## src/rtl/lsu_align_ctrl.sv

```systemverilog
// Load/store alignment controller: byte-lane merge, sign/zero extension and
// two-cycle splitting of word-crossing accesses in front of a word-addressed memory.
module lsu_align_ctrl #(
    parameter int unsigned ALLOW_MISALIGNED = 1,
    parameter int unsigned ADDR_W           = 32
) (
    input  logic              clk,
    input  logic              rst,
    input  logic              req_valid,
    output logic              req_ready,
    input  logic              req_write,
    input  logic [1:0]        req_size,
    input  logic              req_unsigned,
    input  logic [ADDR_W-1:0] req_addr,
    input  logic [31:0]       req_wdata,
    output logic              resp_valid,
    output logic [31:0]       resp_data,
    output logic              resp_err,
    output logic [ADDR_W-1:0] mem_addr,
    output logic              mem_read,
    output logic              mem_write,
    output logic [31:0]       mem_wdata,
    input  logic [31:0]       mem_rdata
);

    typedef enum logic [0:0] {StIdle, StSecond} state_e;

    localparam logic AllowSplit = (ALLOW_MISALIGNED != 0);

    state_e            state_q, state_d;
    logic              resp_valid_q, resp_valid_d;
    logic [31:0]       resp_data_q, resp_data_d;
    logic              resp_err_q, resp_err_d;
    logic              rq_write_q, rq_write_d;
    logic [1:0]        rq_size_q, rq_size_d;
    logic              rq_unsigned_q, rq_unsigned_d;
    logic [ADDR_W-1:0] rq_addr_q, rq_addr_d;
    logic [31:0]       rq_wdata_q, rq_wdata_d;
    logic [31:0]       low_q, low_d;

    function automatic logic [31:0] extend(input logic [31:0] raw, input logic [1:0] size,
                                           input logic uns);
        case (size)
            2'b00:   return uns ? {24'd0, raw[7:0]} : {{24{raw[7]}}, raw[7:0]};
            2'b01:   return uns ? {16'd0, raw[15:0]} : {{16{raw[15]}}, raw[15:0]};
            default: return raw;
        endcase
    endfunction

    // Active access: live request in IDLE, captured request in SECOND.
    logic              second;
    logic              cur_write;
    logic [1:0]        cur_size;
    logic              cur_uns;
    logic [1:0]        cur_off;
    logic [31:0]       cur_wdata;
    logic [3:0]        size_mask;
    logic [7:0]        lane_mask8;
    logic [63:0]       sdata64;
    logic [63:0]       raw64;
    logic [63:0]       shifted64;
    logic [3:0]        lanes;
    logic [31:0]       sdata;
    logic [31:0]       merged;
    logic [31:0]       load_val;
    logic              crossing;
    logic              reject;

    always_comb begin
        second    = (state_q == StSecond);
        cur_write = second ? rq_write_q : req_write;
        cur_size  = second ? rq_size_q : req_size;
        cur_uns   = second ? rq_unsigned_q : req_unsigned;
        cur_off   = second ? rq_addr_q[1:0] : req_addr[1:0];
        cur_wdata = second ? rq_wdata_q : req_wdata;

        case (cur_size)
            2'b00:   size_mask = 4'b0001;
            2'b01:   size_mask = 4'b0011;
            default: size_mask = 4'b1111;
        endcase

        // Upper halves of the 64-bit views hold the lanes spilling into the next word.
        lane_mask8 = {4'b0000, size_mask} << cur_off;
        sdata64    = {32'd0, cur_wdata} << {cur_off, 3'b000};
        lanes      = second ? lane_mask8[7:4] : lane_mask8[3:0];
        sdata      = second ? sdata64[63:32] : sdata64[31:0];

        merged = mem_rdata;
        for (int i = 0; i < 4; i++) begin
            if (lanes[i]) merged[8*i +: 8] = sdata[8*i +: 8];
        end

        raw64     = second ? {mem_rdata, low_q} : {32'd0, mem_rdata};
        shifted64 = raw64 >> {cur_off, 3'b000};
        load_val  = extend(shifted64[31:0], cur_size, cur_uns);

        crossing = (req_size == 2'b01 && req_addr[1:0] == 2'd3) ||
                   (req_size == 2'b10 && req_addr[1:0] != 2'd0);
        reject   = (req_size == 2'b11) || (crossing && !AllowSplit);
    end

    always_comb begin
        state_d       = state_q;
        resp_valid_d  = 1'b0;
        resp_data_d   = 32'd0;
        resp_err_d    = 1'b0;
        rq_write_d    = rq_write_q;
        rq_size_d     = rq_size_q;
        rq_unsigned_d = rq_unsigned_q;
        rq_addr_d     = rq_addr_q;
        rq_wdata_d    = rq_wdata_q;
        low_d         = low_q;
        req_ready     = (state_q == StIdle);
        mem_addr      = '0;
        mem_read      = 1'b0;
        mem_write     = 1'b0;
        mem_wdata     = 32'd0;

        unique case (state_q)
            StIdle: begin
                if (req_valid) begin
                    if (reject) begin
                        resp_valid_d = 1'b1;
                        resp_err_d   = 1'b1;
                    end else begin
                        mem_addr  = {req_addr[ADDR_W-1:2], 2'b00};
                        mem_read  = 1'b1;
                        mem_write = req_write;
                        mem_wdata = req_write ? merged : 32'd0;
                        if (crossing) begin
                            state_d       = StSecond;
                            rq_write_d    = req_write;
                            rq_size_d     = req_size;
                            rq_unsigned_d = req_unsigned;
                            rq_addr_d     = req_addr;
                            rq_wdata_d    = req_wdata;
                            low_d         = mem_rdata;
                        end else begin
                            resp_valid_d = 1'b1;
                            resp_data_d  = req_write ? 32'd0 : load_val;
                        end
                    end
                end
            end
            StSecond: begin
                mem_addr     = {rq_addr_q[ADDR_W-1:2] + {{(ADDR_W-3){1'b0}}, 1'b1}, 2'b00};
                mem_read     = 1'b1;
                mem_write    = rq_write_q;
                mem_wdata    = rq_write_q ? merged : 32'd0;
                state_d      = StIdle;
                resp_valid_d = 1'b1;
                resp_data_d  = rq_write_q ? 32'd0 : load_val;
            end
            default: state_d = StIdle;
        endcase
    end

    always_ff @(posedge clk or posedge rst) begin
        if (rst) begin
            state_q       <= StIdle;
            resp_valid_q  <= 1'b0;
            resp_data_q   <= 32'd0;
            resp_err_q    <= 1'b0;
            rq_write_q    <= 1'b0;
            rq_size_q     <= 2'b00;
            rq_unsigned_q <= 1'b0;
            rq_addr_q     <= '0;
            rq_wdata_q    <= 32'd0;
            low_q         <= 32'd0;
        end else begin
            state_q       <= state_d;
            resp_valid_q  <= resp_valid_d;
            resp_data_q   <= resp_data_d;
            resp_err_q    <= resp_err_d;
            rq_write_q    <= rq_write_d;
            rq_size_q     <= rq_size_d;
            rq_unsigned_q <= rq_unsigned_d;
            rq_addr_q     <= rq_addr_d;
            rq_wdata_q    <= rq_wdata_d;
            low_q         <= low_d;
        end
    end

    assign resp_valid = resp_valid_q;
    assign resp_data  = resp_data_q;
    assign resp_err   = resp_err_q;

endmodule
```

## config.mk

```make
export PLATFORM = sky130hd
export DESIGN_NAME = lsu_align_ctrl
export DESIGN_NICKNAME = d
export VERILOG_FILES = /design/src/rtl/lsu_align_ctrl.sv
export SDC_FILE = /design/constraint.sdc
export NUM_CORES = 1
export LEC_CHECK = 0
export CAP_MARGIN = 20
export CORE_ASPECT_RATIO = 1.25
export CORE_MARGIN = 2
export CORE_UTILIZATION = 55
export CTS_CLUSTER_SIZE = 24
export DETAILED_ROUTE_END_ITERATION = 12
export PLACE_DENSITY = 0.84
export SYNTH_ARGS = -nofsm -noshare
export SYNTH_HDL_FRONTEND = slang
export SYNTH_SLANG_ARGS = --single-unit
```

## constraint.sdc

```tcl
create_clock -name clk -period 13.74 [get_ports clk]
set_input_delay 3.435 -clock clk [delete_from_list [all_inputs] [get_ports clk]]
set_output_delay 3.435 -clock clk [all_outputs]
set_load 0.03 [all_outputs]
```

==> flow_metrics.py, run 1 <==
metrics = {
    "layout": {
        "commonest_cells_after_routing_fill_and_taps_aside": "360 x sky130_fd_sc_hd__nand2_1, 200 x sky130_fd_sc_hd__clkdlybuf4s50_1, 132 x sky130_fd_sc_hd__dfrtp_1",
        "final_net_count": 1355,
        "antenna-diode-count": 0,
        "area_overhead_vs_synth_pct": 28.4,
        "layout-drive-gt1-share": 0.0823,
        "fillCellCount": 1351,
        "layout_commonest_cell": "sky130_fd_sc_hd__nand2_1",
    },
    "placement": {
        "dp_hpwl_mm": 20.8,
        "dpl_worst_slack_ns": 3.62,
        "io_buffers": 201,
        "routabilityCongestion": 0.964,
    },
    "clock_tree": {
        "clk_path_buf_depth": 2,
        "cts.root.buffer_cell": "sky130_fd_sc_hd__clkbuf_16",
        "cts_buffers": 17,
        "cts.sink_count": 134,
        "post_cts.resized_instances": 0,
        "htree_num_levels": 4,
        "cts_tree": "done",
        "worst_setup_hold_path_clk_slew_ns": 0.06,
        "cts_post_setup_buffers_inserted": 0,
        "clock_latency_ns": 0.43,
        "hold_buffers": 0,
    },
    "routing": {
        "vias": 9014,
        "drt_pass_1_iters": 7,
        "antenna_violating_nets_post_route": 0,
        "route.final.wire_length_mm": 29.6,
        "drcViolationCount": 0,
        "detail_route.wl_per_cell_um": 20.0,
        "viasPerCell": 6.09,
        "drt_iter0_markers": 1143,
    },
    "critical_path": {
        "worstSetupPathType": "in2out",
        "crit_path_max_fo": 26,
        "timing.reg2reg.worst_path_depth": 5,
        "rr_startpoint": "second$_DFF_PP0_",
        "critical_path.endpoint_type": "output port",
        "worst-r2r-setup-slack_ns": 10.10,
        "crit_required_ns": 10.30,
        "critical_path.reg2reg.endpoint": "resp_data[18]$_DFF_PP0_",
        "cp-start-kind": "input pin",
        "worstPathArrival_ns": 6.74,
    },
    "synth": {
        "synth_seq_cells": 134,
        "synth.avg_cell_area_um2": 8.17,
        "number_of_flops_mapped_to_enable_cells_by_yosys": 0,
        "gate_count_post_synth": 1101,
        "seq_area_frac_synth": 0.373,
        "ys_dominant_reg_cell": "sky130_fd_sc_hd__dfrtp_1",
        "ys_async_sr_fraction": 1.00,
        "synth.lib_cells_used.distinct": 60,
        "synth.cell_area_um2": 9000,
        "synth-warning-count": 0,
    },
    "global_route": {
        "grt_first_pass_wirelength_mm": 46.9,
        "gr-total-overflow": 0,
        "grt_pass1_vias": 8730,
        "largest_net_degree_at_the_start_of_global_routing": 95,
        "track_usage": 0.341,
        "grt_antenna_before_repair": 0,
    },
    "worst_hold_path": {
        "hold_path.startpoint": "low_q[8]$_DFFE_PP0P_",
        "hold-path-endpoint": "low_q[8]$_DFFE_PP0P_",
        "worstHoldPathType": "reg2reg",
        "whs_path_depth": 2,
    },
    "floorplan": {
        "placement_rows": 52,
        "core_um2": 16100,
        "initial_utilization": 0.558,
        "floorplan.die.width_um": 118,
        "die_height_um": 147,
        "ioPinCount": 204,
        "die_area_um2": 17400,
    },
    "timing": {
        "min_period_ns": 10.18,
        "final_worst_path_period_share": 0.741,
        "final_hold_viol_count": 0,
        "max-slew-margin-rel": 0.283,
        "worst_slack_ns": 3.56,
        "setup_viol": 0,
        "setup_total_negative_slack_ns": 0,
        "rsz0062_at_grt": "false",
        "maxSlewViolCount": 0,
        "timing.clock.skew_ns": 0.00673,
        "worst-slew-pin-transition_ns": 1.07,
        "fmaxAchievable_mhz": 98.2,
    },
    "power": {
        "cellLeakagePower_nw": 5.02,
        "pwr_density_cell_nw_per_um2": 128,
        "vdd.ir_drop.worst_uv": 104,
    },
    "status": {
        "outcome": "finished clean",
    },
    "run": {
        "max_cap_viol_count": 0,
    },
}
-- how the worst max path moves through the flow --
stage	startpoint	cells past startpoint	to	slack, ns
finish	req_addr[1]	8	mem_wdata[8]	3.56
CTS	req_addr[1]	8	mem_wdata[8]	3.64
global route	req_addr[1]	8	mem_wdata[8]	3.40
detailed placement	req_addr[1]	8	mem_wdata[8]	3.62
global placement	req_addr[1]	8	mem_wdata[8]	3.67
floorplan	req_addr[1]	6	mem_wdata[31]	5.08
-- layout make-up --
type	instances	area, um^2	area share
clock buffer	20	447	0.0386
sequential	134	3360	0.291
tap	216	270	0.0234
inverter	15	58.8	0.00509
multi-input combinational	872	5160	0.446
timing repair buffer	211	2090	0.181
clock inverter	12	176	0.0153
-- metal layers --
layer,part of all wire,GRT usage
met5,0,0
met4,0.064,0.213
met1,0.36,0.418
met3,0.095,0.0730
met2,0.48,0.549
-- where the power goes --
group	total (mW)	switching [mW]	internal, mW
registers	0.533	0.0685	0.465
clock network	0.482	0.174	0.308
logic	0.463	0.274	0.189
total	1.48	0.516	0.962
-- cell usage after synthesis (all sizes together), types with 2 or more instances --
master | instances | share of area
and3 | 2 | 0.0014
nand4 | 6 | 0.0049
mux2 | 22 | 0.028
nor4 | 4 | 0.0035
a22oi | 9 | 0.0075
nor2b | 14 | 0.0097
nor3b | 8 | 0.0067
o311ai | 7 | 0.0068
o211ai | 8 | 0.0067
and4 | 6 | 0.0058
a211oi | 43 | 0.039
o221ai | 2 | 0.0026
xor2 | 7 | 0.0068
nor2 | 64 | 0.027
nor3 | 21 | 0.013
clkbuf | 28 | 0.012
buf | 53 | 0.039
inv | 15 | 0.0063
a222oi | 7 | 0.0078
a22o | 3 | 0.0029
mux4 | 7 | 0.018
nand2 | 363 | 0.15
dfrtp | 134 | 0.37
xnor2 | 21 | 0.020
nand2b | 2 | 0.0014
mux2i | 82 | 0.093
nand3 | 18 | 0.010
a311oi | 2 | 0.0019
a21oi | 62 | 0.040
o32ai | 2 | 0.0036
o21ai | 69 | 0.039
-- through the flow --
stage | std cells | cell area, um^2 | utilization | hold slack [ns] | total power, mW
finish | 1480 | 11600 | 0.716 | 0.479 | 1.48
global placement | 1447 | 10900 | 0.677 | 0.459 | 0.979
global route | 1480 | 11600 | 0.716 | 0.497 | 1.54
detailed placement | 1447 | 10900 | 0.677 | 0.468 | 0.989
floorplan | 1102 | 9000 | - | 0.445 | 0.831
CTS | 1479 | 11500 | 0.715 | 0.482 | 1.47
-- cell families after synthesis --
family | after synthesis | share of synthesized area
AO/OA/AOI/OAI | 220 | 0.166
XOR/XNOR | 28 | 0.0272
adder cells (fa/ha/maj) | 1 | 0.00139
buffers and inverters | 96 | 0.0574
flip-flops | 134 | 0.373
multiplexers | 111 | 0.138
other | 1 | 0.000417
AND/OR/NAND/NOR | 510 | 0.237
-- flip-flops by register name, indices dropped and copies added (netlist names) --
signal,flops
resp_data,32
resp_valid,1
rq_unsigned_q,1
rq_addr_q,32
low_q,32
rq_write_q,1
resp_err,1
rq_size_q,2
rq_wdata_q,31
second,1
-- critical path, cell delays in order --
cell and delay (ns):
sky130_fd_sc_hd__clkdlybuf4s50_1 0.94, sky130_fd_sc_hd__inv_1 0.22, sky130_fd_sc_hd__o21ai_2 0.72, sky130_fd_sc_hd__buf_4 0.40, sky130_fd_sc_hd__o21ai_0 0.13, sky130_fd_sc_hd__a21oi_1 0.15, sky130_fd_sc_hd__a211oi_1 0.11, sky130_fd_sc_hd__clkdlybuf4s50_1 0.61
Power figures use the tool's default switching activity.
==> run 2, diff against run 1 <==
--- a/config.mk
+++ b/config.mk
@@ -8,10 +8,10 @@
 export CAP_MARGIN = 20
 export CORE_ASPECT_RATIO = 1.25
 export CORE_MARGIN = 2
-export CORE_UTILIZATION = 55
+export CORE_UTILIZATION = 52
 export CTS_CLUSTER_SIZE = 24
 export DETAILED_ROUTE_END_ITERATION = 12
-export PLACE_DENSITY = 0.84
+export PLACE_DENSITY = 0.8
 export SYNTH_ARGS = -nofsm -noshare
 export SYNTH_HDL_FRONTEND = slang
 export SYNTH_SLANG_ARGS = --single-unit
==> constraint.sdc (replaced) <==
create_clock -name clk -period 9.4 [get_ports clk]
set_input_delay 2.35 -clock clk [delete_from_list [all_inputs] [get_ports clk]]
set_output_delay 2.35 -clock clk [all_outputs]
set_load 0.03 [all_outputs]
==> run 2 against run 1 <==
  * Cell count increased by 0.27%
  * Combinational power increased by 44%
  * Largest cell class unchanged
  * Worst setup slack got worse by 2.1 ns
  * Highest routed layer unchanged
  * Die area increased by 5.6%
  * Global-route usage decreased by 1.6 points
  * Clock skew increased by 0.0017 ns
==> flow_metrics.py, run 2 (synthesis gave the netlist of run 1 again) <==
metrics = {
    "routing": {
        "vias": 8909,
        "drt_pass_1_iters": 6,
        "viasPerCell": 6.00,
        "antenna_violating_nets_post_route": 0,
        "drcViolationCount": 0,
        "detail_route.wl_per_cell_um": 19.9,
        "route.final.wire_length_mm": 29.6,
        "drt_iter0_markers": 1428,
    },
    "run": {
        "max_cap_viol_count": 0,
    },
    "clock_tree": {
        "cts_tree": "done",
        "htree_num_levels": 4,
        "worst_setup_hold_path_clk_slew_ns": 0.06,
        "clock_latency_ns": 0.43,
        "post_cts.resized_instances": 0,
        "cts.sink_count": 134,
        "clk_path_buf_depth": 2,
        "cts.root.buffer_cell": "sky130_fd_sc_hd__clkbuf_16",
        "hold_buffers": 0,
        "cts_buffers": 17,
        "cts_post_setup_buffers_inserted": 0,
    },
    "timing": {
        "maxSlewViolCount": 0,
        "max-slew-margin-rel": 0.256,
        "timing.clock.skew_ns": 0.00847,
        "final_worst_path_period_share": 0.844,
        "min_period_ns": 7.93,
        "setup_total_negative_slack_ns": 0,
        "setup_viol": 0,
        "worst-slew-pin-transition_ns": 1.12,
        "rsz0062_at_grt": "false",
        "worst_slack_ns": 1.47,
        "final_hold_viol_count": 0,
        "fmaxAchievable_mhz": 126,
    },
    "floorplan": {
        "die_height_um": 151,
        "floorplan.die.width_um": 122,
        "ioPinCount": 204,
        "core_um2": 16900,
        "initial_utilization": 0.532,
        "die_area_um2": 18400,
        "placement_rows": 53,
    },
    "power": {
        "pwr_density_cell_nw_per_um2": 188,
        "cellLeakagePower_nw": 5.05,
        "totalPowerFinal_mw": 2.18,
        "vdd.ir_drop.worst_uv": 112,
    },
    "layout": {
        "antenna-diode-count": 0,
        "layout_commonest_cell": "sky130_fd_sc_hd__nand2_1",
        "commonest_cells_after_routing_fill_and_taps_aside": "360 x sky130_fd_sc_hd__nand2_1, 200 x sky130_fd_sc_hd__clkdlybuf4s50_1, 132 x sky130_fd_sc_hd__dfrtp_1",
        "layout-drive-gt1-share": 0.0823,
        "area_overhead_vs_synth_pct": 29.0,
        "post-route-cell-area_um2": 11600,
        "final_net_count": 1356,
    },
    "placement": {
        "dpl_worst_slack_ns": 1.57,
        "placement.cell_area_um2": 10900,
        "routabilityCongestion": 0.978,
        "io_buffers": 201,
        "dp_hpwl_mm": 20.4,
    },
    "global_route": {
        "gr-total-overflow": 0,
        "grt_antenna_before_repair": 0,
        "track_usage": 0.325,
        "grt_first_pass_wirelength_mm": 45.9,
        "grt_pass1_vias": 8311,
        "largest_net_degree_at_the_start_of_global_routing": 95,
    },
    "status": {
        "outcome": "finished clean",
    },
    "critical_path": {
        "critical_path.endpoint_type": "output port",
        "crit_path_max_fo": 47,
        "crit_required_ns": 7.05,
        "worstSetupPathType": "in2out",
        "cp-start-kind": "input pin",
        "worstPathArrival_ns": 5.58,
    },
    "worst_hold_path": {
        "worstHoldPathType": "reg2reg",
    },
}
-- run 2: worst max-delay path, stage by stage --
cell and delay [ns]:
sky130_fd_sc_hd__buf_2 0.82, sky130_fd_sc_hd__mux2i_4 0.29, sky130_fd_sc_hd__buf_4 0.34, sky130_fd_sc_hd__a211oi_1 0.31
sky130_fd_sc_hd__a31o_4 0.27, sky130_fd_sc_hd__nor2_1 0.07, sky130_fd_sc_hd__a211oi_1 0.36, sky130_fd_sc_hd__clkdlybuf4s50_1 0.74
-- run 2: final timing paths --
path,startpoint,end,slack (ns),depth (start not counted)
max,req_addr[0],mem_wdata[9],1.47,8
min,low_q[2]$_DFFE_PP0P_,low_q[2]$_DFFE_PP0P_,0.48,2
max reg2reg,second$_DFF_PP0_,resp_data[3]$_DFF_PP0_,5.93,7
min reg2reg,low_q[2]$_DFFE_PP0P_,low_q[2]$_DFFE_PP0P_,0.48,2
max in group asynchronous,rst,second$_DFF_PP0_,5.86,4
min in group asynchronous,rst,rq_wdata_q[27]$_DFFE_PP0P_,2.16,2
-- run 2: layout make-up --
class                           count  area (um^2)
Sequential cell                   134         3360
Fill cell                        1376         5300
Tap cell                          220          275
Timing Repair Buffer              212         2120
Inverter                           15         58.8
Clock inverter                      7          141
Clock buffer                       24          502
Multi-Input combinational cell    872         5160
-- run 2: routing by layer --
metal,share of wire,GRT usage,up-vias
met5,0,0,-
met4,0.055,0.180,0
met3,0.095,0.0685,105
met2,0.47,0.510,537
met1,0.38,0.420,4174
li1,-,-,4093
-- run 2: stage by stage --
step / hold slack, ns / utilization / cells
after detailed placement: 0.466 / 0.646 / 1451
after floorplan: 0.445 / - / 1102
after CTS: 0.481 / 0.684 / 1482
final: 0.482 / 0.687 / 1484
after global routing: 0.496 / 0.687 / 1484
after global placement: 0.459 / 0.646 / 1451
-- run 2: report_power, final --
| part | switching, mW | internal (mW) |
|---|---|---|
| clock network | 0.249 | 0.478 |
| registers | 0.108 | 0.679 |
| logic | 0.391 | 0.277 |
| total | 0.749 | 1.43 |
==> run 3, diff against run 2 <==
==> constraint.sdc (replaced) <==
create_clock -name clk -period 7.95 [get_ports clk]
set_input_delay 1.9875 -clock clk [delete_from_list [all_inputs] [get_ports clk]]
set_output_delay 1.9875 -clock clk [all_outputs]
set_load 0.03 [all_outputs]
==> run 3 against run 2 <==
  * Combinational power increased by 19%
  * Routed wire length down 0.67%
  * Global-route usage shrank 0.074 points
  * Clock power is 0.6% higher
  * Highest routed layer unchanged
==> flow_metrics.py, run 3 (synthesis gave the netlist of run 1 again) <==
metrics = {
    "timing": {
        "final_worst_path_period_share": 0.902,
        "fmaxAchievable_mhz": 140,
        "rsz0062_at_grt": "false",
        "setup_viol": 0,
        "maxSlewViolCount": 0,
        "max-slew-margin-rel": 0.318,
        "final_hold_viol_count": 0,
        "setup_total_negative_slack_ns": 0,
        "worst-slew-pin-transition_ns": 1.02,
        "min_period_ns": 7.17,
        "timing.clock.skew_ns": 0.0104,
    },
    "critical_path": {
        "cp_top_family": "multiplexers",
        "critical_path.reg2reg.endpoint": "resp_data[18]$_DFF_PP0_",
        "rr_startpoint": "second$_DFF_PP0_",
        "worstPathBufferInverterCount": 2,
        "crit_path_max_fo": 18,
        "cp_slowest_stage_delay_ns": 0.88,
        "worstPathArrival_ns": 5.18,
        "worstSetupPathType": "in2out",
        "critical-path-top-cell-by-count": "sky130_fd_sc_hd__clkdlybuf4s50_1",
        "cp-start-kind": "input pin",
        "timing.reg2reg.worst_path_depth": 7,
        "crit_required_ns": 5.96,
        "critical_path.endpoint_type": "output port",
        "cells_along_the_critical_path": "clkdlybuf4s50_1 > mux2i_4 > mux4_2 > mux2i_1 > nor2_1 > clkdlybuf4s50_1",
        "critical_path.slowest_cell": "sky130_fd_sc_hd__mux2i_4",
        "critical_path.startpoint": "req_addr[1]",
        "worst-r2r-setup-slack_ns": 4.59,
    },
    "worst_hold_path": {
        "hold_path.startpoint": "low_q[7]$_DFFE_PP0P_",
        "hold-path-endpoint": "low_q[7]$_DFFE_PP0P_",
        "whs_path_depth": 2,
        "worstHoldPathType": "reg2reg",
    },
    "status": {
        "outcome": "finished clean",
    },
    "layout": {
        "final_net_count": 1358,
        "layout_commonest_cell": "sky130_fd_sc_hd__nand2_1",
        "commonest_cells_after_routing_fill_and_taps_aside": "360 x sky130_fd_sc_hd__nand2_1, 200 x sky130_fd_sc_hd__clkdlybuf4s50_1, 132 x sky130_fd_sc_hd__dfrtp_1",
        "area.sequential_um2": 3360,
        "fillCellCount": 1403,
        "final_util": 0.680,
        "layout-drive-gt1-share": 0.0821,
        "antenna-diode-count": 0,
        "multiInputGateArea_um2": 5160,
        "area_overhead_vs_synth_pct": 27.8,
    },
    "clock_tree": {
        "post_cts.resized_instances": 0,
        "cts_tree": "done",
        "clock_latency_ns": 0.43,
        "cts.sink_count": 134,
        "clk_path_buf_depth": 2,
        "cts_buffers": 17,
        "hold_buffers": 0,
        "htree_num_levels": 4,
        "cts_post_setup_buffers_inserted": 0,
        "worst_setup_hold_path_clk_slew_ns": 0.06,
        "cts.root.buffer_cell": "sky130_fd_sc_hd__clkbuf_16",
    },
    "global_route": {
        "largest_net_degree_at_the_start_of_global_routing": 95,
        "gr-total-overflow": 0,
        "grt_pass1_vias": 8474,
        "grt_first_pass_wirelength_mm": 45.5,
        "track_usage": 0.324,
        "grt_antenna_before_repair": 0,
    },
    "floorplan": {
        "core_um2": 16900,
        "initial_utilization": 0.532,
        "placement_rows": 53,
        "die_height_um": 151,
        "ioPinCount": 204,
        "floorplan.die.width_um": 122,
        "die_area_um2": 18400,
    },
    "power": {
        "power.internal_mw": 1.57,
        "power.switching_mw": 0.884,
        "cellLeakagePower_nw": 5.00,
        "power.switching_fraction": 0.361,
        "power_frac_comb": 0.324,
        "vdd.ir_drop.worst_uv": 175,
        "pwr_density_cell_nw_per_um2": 213,
        "p_clk_frac": 0.298,
        "seqPwrFrac": 0.378,
    },
    "routing": {
        "drt_pass_1_iters": 6,
        "vias": 8870,
        "drt_iter0_markers": 1170,
        "viasPerCell": 5.97,
        "route.final.wire_length_mm": 29.4,
        "drcViolationCount": 0,
        "detail_route.wl_per_cell_um": 19.7,
        "antenna_violating_nets_post_route": 0,
    },
    "run": {
        "max_cap_viol_count": 0,
    },
    "placement": {
        "io_buffers": 201,
        "dp_hpwl_mm": 20.4,
        "routabilityCongestion": 1.01,
    },
}
## run 3: cell types whose count changed in the layout (fill, tap and decap cells not counted), sizes merged
cell,before,now
clkinv,2,6
bufinv,4,1
buf,12,14
clkbuf,24,23
clkinvlp,1,2
## run 3: worst reg2reg max path: stages (launching register included)
cell and delay [ns]:
sky130_fd_sc_hd__dfrtp_4 0.99, sky130_fd_sc_hd__buf_4 0.64, sky130_fd_sc_hd__mux2_2 0.51, sky130_fd_sc_hd__buf_4 0.26
sky130_fd_sc_hd__nor3_1 0.27, sky130_fd_sc_hd__a21oi_2 0.13, sky130_fd_sc_hd__buf_8 0.18, sky130_fd_sc_hd__a211oi_1 0.26
## run 3: final cells by class
class,count,share of cell area
tap,220,0.0239
timing repair buffer,214,0.184
clock buffer,23,0.0398
inverter,15,0.00511
sequential,134,0.292
clock inverter,9,0.00686
multi-input combinational,872,0.449
## run 3: power groups by stage
stage / combinational [mW] / clock (mW) / sequential [mW]
final: 0.794 / 0.731 / 0.926
after global routing: 0.856 / 0.772 / 0.942
after CTS: 0.784 / 0.739 / 0.923
after detailed placement: 0.777 / 0 / 0.932
after global placement: 0.766 / 0 / 0.927
after floorplan: 0.523 / 0 / 0.913
## run 3: worst max-delay path by stage
stage                          to  slack (ns)  cells past startpoint
floorplan           mem_wdata[31]        2.19                      6
global placement    mem_wdata[29]        0.87                      6
detailed placement  mem_wdata[29]        0.85                      6
CTS                 mem_wdata[29]        0.85                      6
global route        mem_wdata[29]        0.61                      6
finish              mem_wdata[29]        0.78                      6
## run 3: layer usage
layer  part of all wire  GRT usage  vias up
met2               0.48      0.522      486
li1                   -          -     4092
met3              0.093     0.0828      110
met1               0.38      0.400     4182
met5                  0          0        -
met4              0.051      0.176        0
## run 3: stage by stage
| stage | total power, mW | area [um^2] | instances | setup slack (ns) | hold slack [ns] |
|---|---|---|---|---|---|
| 6_report | 2.45 | 11500 | 1487 | 0.782 | 0.475 |
| 5_1_grt | 2.57 | 11500 | 1487 | 0.612 | 0.502 |
| 4_1_cts | 2.45 | 11500 | 1486 | 0.846 | 0.477 |
| 3_5_place_dp | 1.71 | 10900 | 1454 | 0.851 | 0.463 |
| 3_3_place_gp | 1.69 | 10900 | 1454 | 0.869 | 0.458 |
| 2_1_floorplan | 1.44 | 9000 | 1102 | 2.19 | 0.445 |
==> edit, RTL diff (settings of run 3) <==
Put one more register stage on the output `resp_err`, cleared by the reset. The value now appears one clock later. The other outputs are not delayed to match.
--- a/src/rtl/lsu_align_ctrl.sv
+++ b/src/rtl/lsu_align_ctrl.sv
@@ -185,5 +185,11 @@
     assign resp_valid = resp_valid_q;
     assign resp_data  = resp_data_q;
-    assign resp_err   = resp_err_q;
+    always_ff @(posedge clk or posedge rst) begin
+        if (rst) begin
+            resp_err <= '0;
+        end else begin
+            resp_err <= resp_err_q;
+        end
+    end
 
 endmodule
Behaviour: not the same (Yosys sat finds a counterexample within 4 cycles, from zero or initial values and one cycle with rst high).
==> edit against run 3 <==
Total power increased by 2.2%; final cell count increased by 0.13%; sequential cell count increased by 1; final area increased by 0.65%; sequential power increased by 2%; fmax decreased by 0.51%; critical path depth unchanged; synthesized area increased by 0.28%; largest cell class unchanged; worst setup slack got worse by 37 ps; critical path type unchanged; combinational power decreased by 2.9%; clock power increased by 8.6%; wire length decreased by 5.3%; largest power group unchanged; sequential share of layout area about the same; critical endpoint is now mem_wdata[27]; count of clock-buffer cells in the layout decreased by 3.
==> edit: results (changes against run 3) <==
metric	value	unit	change
hpwl dp	18900	µm	-7.4%
drt initial violations	969		-17%
internal reg-to-reg setup slack	4280	ps	-310 ps
Clock Network Area Fraction	5.11	%	+0.45 points
Hold EP	resp_err$_DFF_PP0_		
layout cells sized above 1	8.44	%	+0.23 points
CP startpoint	req_addr[1]		
met3 Use GR	7.64	%	-0.64 points
sequential-to-total area share from yosys stat	37.4	%	+0.17 points
first-pass GRT wire length	44400	µm	-2.3%
Crit Reg-Reg Endpoint	resp_data[17]$_DFF_PP0_		
hold depth	0		-2
Lkg Pwr	5.03	nW	+0.64%
post-synthesis mux area share	13.7	%	-0.038 points
met3 WL	2640	µm	-2.9%
nets	1359		+0.074%
metal2 WL	13000	µm	-6.9%
Slew HR	30.4	%	-1.4 points
met1 WL	11100	µm	-1.0%
Diodes inserted	1		+1
worst-case reg-to-reg path depth	6		-1
Post-Synth XOR/XNOR Area	2.72	%	-0.0076 points
share of synthesized cell area in full adder, half adder and majority cells	0.139	%	-0.00039 points
top cells by area, synth	dfrtp_1, nand2_1, mux2i_1, o21ai_0, a211oi_1		
commonest cells in the netlist	nand2_1, dfrtp_1, mux2i_1		
final-layout fill cell count	1380		-1.6%
Clock Sink Count	135		+0.75%
Data buffer area share	18.2	%	-0.18 points
CP arrival	5220	ps	+40 ps
GRT Total Usage	30.8	%	-1.6 points
vias in the first global route	8377		-1.1%
Compound-Gate Fraction of Synth Area	16.5	%	-0.046 points
worst setup path end	mem_wdata[27]		
met2 Track Usage GR	46.9	%	-5.3 points
run status	finished clean		
GR met1 Demand/Resource	41.7	%	+1.7 points
Final Skew	9.90	ps	-0.460 ps
Peak VDD IR	0.000134	V	-23%
number of clock buffers in the layout	20		-13%
DRT Wirelength	27800	µm	-5.3%
via/cell ratio	5.90		-1.0%
Sw Pwr	0.895	mW	+1.2%
min-delay src	resp_err_q$_DFF_PP0_		
hold slack	352	ps	-122 ps
port bufs	201		unchanged
largest stage delay on the critical path	950	ps	+70 ps
Root Buffer	clkbuf_16		
Top Layer Used	met4		
global placer's final weighted congestion	0.973		-3.5%
FF+latch area	0.00338	mm²	+0.75%
## edit: critical path, delay by kind of cell
kind                   cells  cell delay, ps
multiplexers               3            1740
AND/OR/NAND/NOR            1              60
buffers and inverters      2            1410
## edit: power by group through the flow
stage               Sequential [mW]  Combinational, mW  Clock (mW)
floorplan                     0.918              0.524           0
global placement              0.940              0.746           0
detailed placement            0.945              0.757           0
CTS                           0.936              0.765       0.799
global route                  0.956              0.839       0.836
finish                        0.941              0.771       0.794
## edit: stage by stage
step,util (%),total power [mW],setup WS [ps],instances,area [µm²]
3_5_place_dp,64.9,1.70,806,1456,11000
2_1_floorplan,-,1.44,2190,1103,9030
5_1_grt,68.4,2.63,593,1488,11600
4_1_cts,68.4,2.50,798,1488,11600
3_3_place_gp,64.9,1.69,875,1456,11000
6_report,68.4,2.51,745,1489,11600
